<file path="src/rtl/cache_fill_fsm_pkg.sv">
// Shared constants for the L1 miss-service fill controller: state encoding,
// block geometry and the informational memory latency.
package cache_fill_fsm_pkg;

    localparam logic [0:0] ST_IDLE = 1'b0;
    localparam logic [0:0] ST_FILL = 1'b1;

    localparam int WORDS_PER_BLOCK = 8;
    localparam int WORD_OFF_W      = 3;
    localparam int ADDR_W          = 16;

    // The FSM counts returned words, never cycles, so this is documentation only.
    localparam int MEM_LATENCY     = 4;

    localparam logic [ADDR_W-1:0] BLOCK_MASK = 16'hFFF0;

endpackage

</file>
<file path="src/rtl/cache_fill_fsm_counter.sv">
// Generic register cell plus the 3-bit word counter built on it; the fill
// controller uses one counter for issued reads and one for returned words.
module dff #(
    parameter int W = 1
) (
    input  logic         clk,
    input  logic [W-1:0] d_i,
    output logic [W-1:0] q_o
);

    always_ff @(posedge clk) begin
        q_o <= d_i;
    end

endmodule

module fill_counter_3bit
    import cache_fill_fsm_pkg::*;
(
    input  logic                  clk,
    input  logic                  clr_i,
    input  logic                  inc_i,
    output logic [WORD_OFF_W-1:0] cnt_o
);

    logic [WORD_OFF_W-1:0] cnt_d;

    // Clear wins over increment; the count wraps naturally from 7 to 0.
    always_comb begin
        cnt_d = cnt_o;
        if (clr_i) begin
            cnt_d = '0;
        end else if (inc_i) begin
            cnt_d = cnt_o + 1'b1;
        end
    end

    dff #(.W(WORD_OFF_W)) u_cnt_reg (
        .clk (clk),
        .d_i (cnt_d),
        .q_o (cnt_o)
    );

endmodule

</file>
<file path="src/rtl/cache_fill_fsm.sv">
// Miss-service controller: on a cache miss it issues pipelined reads for the
// whole block, steers returned words into the data array, then writes the tag.
module cache_fill_fsm
    import cache_fill_fsm_pkg::*;
(
    input  logic                  clk,
    input  logic                  rst,
    input  logic                  miss_detected,
    input  logic [ADDR_W-1:0]     miss_address,
    input  logic                  memory_data_valid,
    input  logic [15:0]           memory_data,
    output logic                  fsm_busy,
    output logic                  memory_read_en,
    output logic [ADDR_W-1:0]     memory_address,
    output logic                  write_data_array,
    output logic                  write_tag_array,
    output logic [WORD_OFF_W-1:0] fill_word,
    output logic [ADDR_W-1:0]     fill_block,
    output logic [15:0]           fill_data
);

    localparam logic [WORD_OFF_W-1:0] LAST_WORD = WORD_OFF_W'(WORDS_PER_BLOCK - 1);

    logic [0:0]            state_q, state_d;
    logic [ADDR_W-1:0]     fill_block_q, fill_block_d;
    logic [0:0]            issue_done_q, issue_done_d;
    logic [WORD_OFF_W-1:0] issue_cnt, ret_cnt;

    logic inFill, accept, issuing, retValid, lastRet, cntClr;

    assign inFill   = (state_q == ST_FILL);
    assign accept   = !inFill && miss_detected;
    assign issuing  = inFill && !issue_done_q[0];
    // Reset gates the array strobes so an aborted fill can never write a tag.
    assign retValid = inFill && memory_data_valid && !rst;
    assign lastRet  = retValid && (ret_cnt == LAST_WORD);
    assign cntClr   = rst || accept;

    fill_counter_3bit u_issue_cnt (
        .clk   (clk),
        .clr_i (cntClr),
        .inc_i (issuing),
        .cnt_o (issue_cnt)
    );

    fill_counter_3bit u_ret_cnt (
        .clk   (clk),
        .clr_i (cntClr),
        .inc_i (retValid),
        .cnt_o (ret_cnt)
    );

    // Issue counter wraps after the last read, so saturation is tracked separately.
    always_comb begin
        issue_done_d = issue_done_q;
        if (cntClr) begin
            issue_done_d = 1'b0;
        end else if (issuing && (issue_cnt == LAST_WORD)) begin
            issue_done_d = 1'b1;
        end
    end

    dff #(.W(1)) u_issue_done (
        .clk (clk),
        .d_i (issue_done_d),
        .q_o (issue_done_q)
    );

    always_comb begin
        state_d      = state_q;
        fill_block_d = fill_block_q;
        if (accept) begin
            state_d      = ST_FILL;
            fill_block_d = miss_address & BLOCK_MASK;
        end else if (lastRet) begin
            state_d = ST_IDLE;
        end
    end

    always_ff @(posedge clk) begin
        if (rst) begin
            state_q      <= ST_IDLE;
            fill_block_q <= '0;
        end else begin
            state_q      <= state_d;
            fill_block_q <= fill_block_d;
        end
    end

    assign fsm_busy         = inFill;
    assign memory_read_en   = issuing;
    assign memory_address   = issuing ? (fill_block_q + ADDR_W'({issue_cnt, 1'b0})) : '0;
    assign write_data_array = retValid;
    assign write_tag_array  = lastRet;
    assign fill_word        = retValid ? ret_cnt : '0;
    assign fill_block       = inFill ? fill_block_q : '0;
    assign fill_data        = memory_data;

endmodule

</file>
<file path="config.mk">
export PLATFORM = sky130hd
export DESIGN_NAME = cache_fill_fsm
export DESIGN_NICKNAME = d
export VERILOG_FILES = /design/src/rtl/cache_fill_fsm_pkg.sv /design/src/rtl/cache_fill_fsm_counter.sv /design/src/rtl/cache_fill_fsm.sv
export SDC_FILE = /design/constraint.sdc
export NUM_CORES = 1
export LEC_CHECK = 0
export ABC_CLOCK_PERIOD_IN_PS = 1200
export CAP_MARGIN = 20
export CORE_UTILIZATION = 29
export DETAILED_ROUTE_END_ITERATION = 16
export HOLD_SLACK_MARGIN = 0.02
export PLACE_DENSITY = 0.72
export SYNTH_ARGS = -nofsm -noshare
export SYNTH_HDL_FRONTEND = slang
export SYNTH_HIERARCHICAL = 1
export SYNTH_SLANG_ARGS = --single-unit
</file>
<file path="constraint.sdc">
create_clock -name clk -period 1.2 [get_ports clk]
set_input_delay 0.18 -clock clk [delete_from_list [all_inputs] [get_ports clk]]
set_output_delay 0.18 -clock clk [all_outputs]
set_load 0.01 [all_outputs]
</file>
# Yosys cells after proc, flatten, opt, wreduce, memory -nomap -nowiden
# Cells that the tools add are included.
# word_totals
word_cells	26
inputBits	36
output_inout_bits	55
reg_bits	20
# classes
muxes	5
n_eq_ne	2
add_sub_neg	3
n_reduce_logical	11
# ops
cell	count
$mux 16	2
$add 16x4->16	1
$add 3x1->3 const B	2
$eq 3x3->1 const B	2
$logic_and 1x1->1	6
$logic_not 1->1	3
$mux 3	1
$mux 1	2
$reduce_bool 2->1	1
$logic_or 1x1->1	1

# Longest topological paths before layout
# logic_depth
word_depth	5
ltp_mapped	4
mapped_depth_nobuf	4

# Hierarchy
# Netlist, hierarchy kept.
# by_module_without_submodules
mod	cells_per_inst	area_each_um2	seq_area_each_um2	n_inst
cache_fill_fsm	118	867.1	260.2	1
fill_counter_3bit	8	61.3	0.0	2
dff (u_issue_cnt.u_cnt_reg ...)	3	60.1	60.1	2
dff (u_issue_done)	1	20.0	20.0	1

# Worst setup path after synthesis
# Ideal clock, no wire load.
# synth_timing
path_kind	flip-flop to output port
from	reg state_q, in the netlist fsm_busy
to	out fill_word[0]
t_arrival_ns	1.234
required_time_ns	1.020
setup_slack_ns	-0.214
path_stages_with_launch	4
n_path_buf	0
path_cell_list	dfxtp_1 nand2_1 nor2_1 and2_1
# synth_between
elab_chain_cells	3
# synth_rtl
element	line	source
start, declared	cache_fill_fsm.sv:24	logic [0:0] state_q, state_d;
start signal, assigned	cache_fill_fsm.sv:85	state_q <= state_d;
$logic_and 1x1->1 (2 in a row)	cache_fill_fsm.sv:35	assign retValid = inFill && memory_data_valid && !rst;
net write_data_array	cache_fill_fsm.sv:15	output logic write_data_array,
$mux 3	cache_fill_fsm.sv:95	assign fill_word = retValid ? ret_cnt : '0;
end, declared	cache_fill_fsm.sv:17	output logic [WORD_OFF_W-1:0] fill_word,
# The timed path passes the listed nets, and every way through them passes these cells.

# Final worst setup path
# layout_timing
from	reg state_q, in the netlist fsm_busy
to	out memory_address[9]
# layout_between
elab_chain_cells	2
# layout_rtl
element	line	source
$logic_and 1x1->1	cache_fill_fsm.sv:33	assign issuing = inFill && !issue_done_q[0];
$mux 16	cache_fill_fsm.sv:92	assign memory_address = issuing ? (fill_block_q + ADDR_W'({issue_cnt, 1'b0})) : '0;
end, declared	cache_fill_fsm.sv:14	output logic [ADDR_W-1:0] memory_address,
# No other way between the ends.

==> flow_summary.yaml <==
global_routing:
  grt_pass1_wl_um: 4260
  antenna_found_initial: 0
  grt_max_degree: 13
  grt_usage: 0.132
  grt_pass1_vias: 931
  overflow: 0
clock_network:
  clockBufferDepth: 2
  htree_levels: 1
  cts_made_buffers: 3
  clock-sinks: 20
  clock-root-buffer: "clkbuf_8"
  clock_latency_ns: 0.26
  cts_tree: "yes"
  path_clk_slew_ns: 0.07
place:
  dp_hpwl_um: 1890
  dp_slack_ns: -0.527
  numPlacedInstances: 233
  portBuffers: 49
  gp_congestion: 0.657
sta:
  worst_slack_ns: -0.208
  hold_violations: 0
  fmax_mhz: 710
  fin_crit_sh: 1.17
  final.min_clock_period_ns: 1.41
  fin_tns_setup_ns: -4.05
  finalSetupViolations: 33
  slew_viol_final: 0
  rsz0062_at_grt: "yes"
  finClkSkew_ns: 0.00345
power_and_ir_drop:
  powerDensity_nw_per_um2: 868
  p_leak_nw: 0.839
  power_mw: 1.59
  ir_drop_mv: 0.478
setup_path:
  endpoint_kind: "primary output"
  r2r-end: "u_issue_cnt/u_cnt_reg/q_o[2]$_DFF_P_"
  path_max_fanout: 7
  crit_type: "register to primary output"
  r2r_start: "fsm_busy$_SDFFE_PP0P_"
  cp-endpoint: "memory_address[9]"
  cp.required_ns: 1.02
  worstRegToRegCells: 6
  critPathLaunch: "fsm_busy$_SDFFE_PP0P_"
  worstPathArrival_ns: 1.23
  startpoint_type: "register"
  reg2reg_slack_ns: -0.08
logic_synthesis:
  yosysSeqAreaShare: 0.354
  yosysUniqueCellTypes: 22
  syn-instance-count: 141
  synth_ff_type: "dfxtp_1"
  synthArstFlopShare: 0
  synth_area_um2: 1130
  avgSynthCellArea_um2: 8.01
  yosysTopAreaCellShare: 0.354
  synth_warnings: 6
  synth_edf_count: 0
  synth.area.top_cells: "dfxtp_1, and2_1, buf_4"
  yosysTopAreaCell: "dfxtp_1"
  ys_ff_latch: 20
die:
  fp.dieW_um: 64.4
  die_h_um: 64.4
  start_util: 0.306
  core_area_um2: 3690
  dieArea_um2: 4150
  rows: 22
  io_pins: 91
drt:
  drc_errors: 0
  drt_iter0_drc: 16
  vias: 1033
  dr.pass1.iters: 4
  wl_um: 2690
  vias_per_cell: 4.27
  wl_per_cell_um: 11.1
  final_antenna_net_count: 0
min_path:
  hold_class: "input port to primary output"
cells_and_area:
  layoutNonFillerInstCount: 242
  drive_above_1_share: 0.479
  area_growth_syn_to_layout_pct: 62.1
  n_antenna_cell: 0
  fin_nets: 233
  postLayoutCoreUtil: 0.497
status:
  outcome: "complete, but fails checks"
  violations: "negative setup slack"
run:
  cap_violations: 0
-- through the flow --
step	hold WS, ns	cell area [um2]
final	0.360	1830
after global routing	0.360	1830
after CTS	0.360	1660
after detailed placement	0.360	1650
after global placement	0.360	1650
after floorplan	0.249	1150
-- repair_timing --
action / CTS / global route
resized for setup: 161 / 35
hold buffers: 0 / 0
pin swaps: 18 / 5
gates cloned: 1 / 0
buffers inserted: 2 / 2
setup endpoints to repair: 34 / 38
-- placed cells by master (no fill, tap or decap), drive strengths merged --
| cell type | count |
|---|---|
| buf | 55 |
| dfxtp | 20 |
| conb | 5 |
| a41oi | 1 |
| a21bo | 2 |
| a21oi | 14 |
| and2b | 2 |
| nor2 | 7 |
| dlygate4sd2 | 2 |
| mux2i | 2 |
| ha | 2 |
| nand3 | 1 |
| nand2 | 25 |
| o22ai | 1 |
| clkbuf | 5 |
| and2 | 30 |
| xnor2 | 2 |
| clkdlybuf4s50 | 13 |
| nor3 | 1 |
| nand3b | 2 |
| nand2b | 2 |
-- cell usage after synthesis, types with 2 or more instances --
cell	instances
and2_1	30
a21bo_2	2
clkbuf_1	2
nand2_1	25
nor2_1	7
buf_4	23
dfxtp_1	20
a21oi_1	13
nand3b_1	2
and2b_1	2
xnor2_1	2
ha_1	2
mux2i_1	2
-- power by group --
part           switching (mW)  leakage (nW)  internal, mW
clock network           0.224        0.0288         0.292
registers              0.0204         0.165         0.693
logic                   0.155         0.645         0.206
-- cells by family (layout without fill, tap and decap cells) --
family / after synthesis / count (layout) / share of synthesized area
buffers and inverters: 26 / 75 / 0.169
AOI/OAI and AO/OA: 18 / 18 / 0.0964
adders and majority gates: 2 / 2 / 0.0221
other: 1 / 5 / 0.00332
xor gates and xnor gates: 2 / 2 / 0.0155
muxes: 2 / 2 / 0.0177
and+or+nand+nor: 70 / 70 / 0.321
DFF: 20 / 20 / 0.354
-- registers in the layout, summed over array words and instances (netlist names) --
name	flops
u_issue_cnt/u_cnt_reg/q_o	3
u_ret_cnt/u_cnt_reg/q_o	3
fsm_busy	1
fill_block_q	12
u_issue_done/q_o	1
-- worst min path at each step --
| stage | depth (start not counted) | endpoint | from |
|---|---|---|---|
| after CTS | 0 | fill_data[13] | memory_data[13] |
| after global routing | 0 | fill_data[11] | memory_data[11] |
| after detailed placement | 0 | fill_data[13] | memory_data[13] |
| final | 0 | fill_data[11] | memory_data[11] |
| after global placement | 0 | fill_data[13] | memory_data[13] |
| after floorplan | 1 | fill_block_q[10]$_SDFFE_PP0P_ | rst |
-- per-layer routing --
| metal | GRT usage | vias up | share of wire |
|---|---|---|---|
| li1 | - | 529 | - |
| met1 | 0.168 | 465 | 0.45 |
| met2 | 0.213 | 37 | 0.48 |
| met3 | 0.0335 | 2 | 0.064 |
| met4 | 0.0528 | 0 | 0.0052 |
| met5 | 0 | - | 0 |
-- layout make-up --
type / count / area (um2)
multi-input combinational: 99 / 656
tap: 48 / 60.1
timing repair buffer: 71 / 654
sequential: 20 / 407
clock buffer: 4 / 55.1
fill: 382 / 1860
-- critical path: stages, from the launching register on --
cell and delay (ns):
dfxtp_4 0.36, and2b_2 0.23, buf_6 0.14, and2_4 0.13, buf_6 0.11
(Power assumes the default switching activity.)
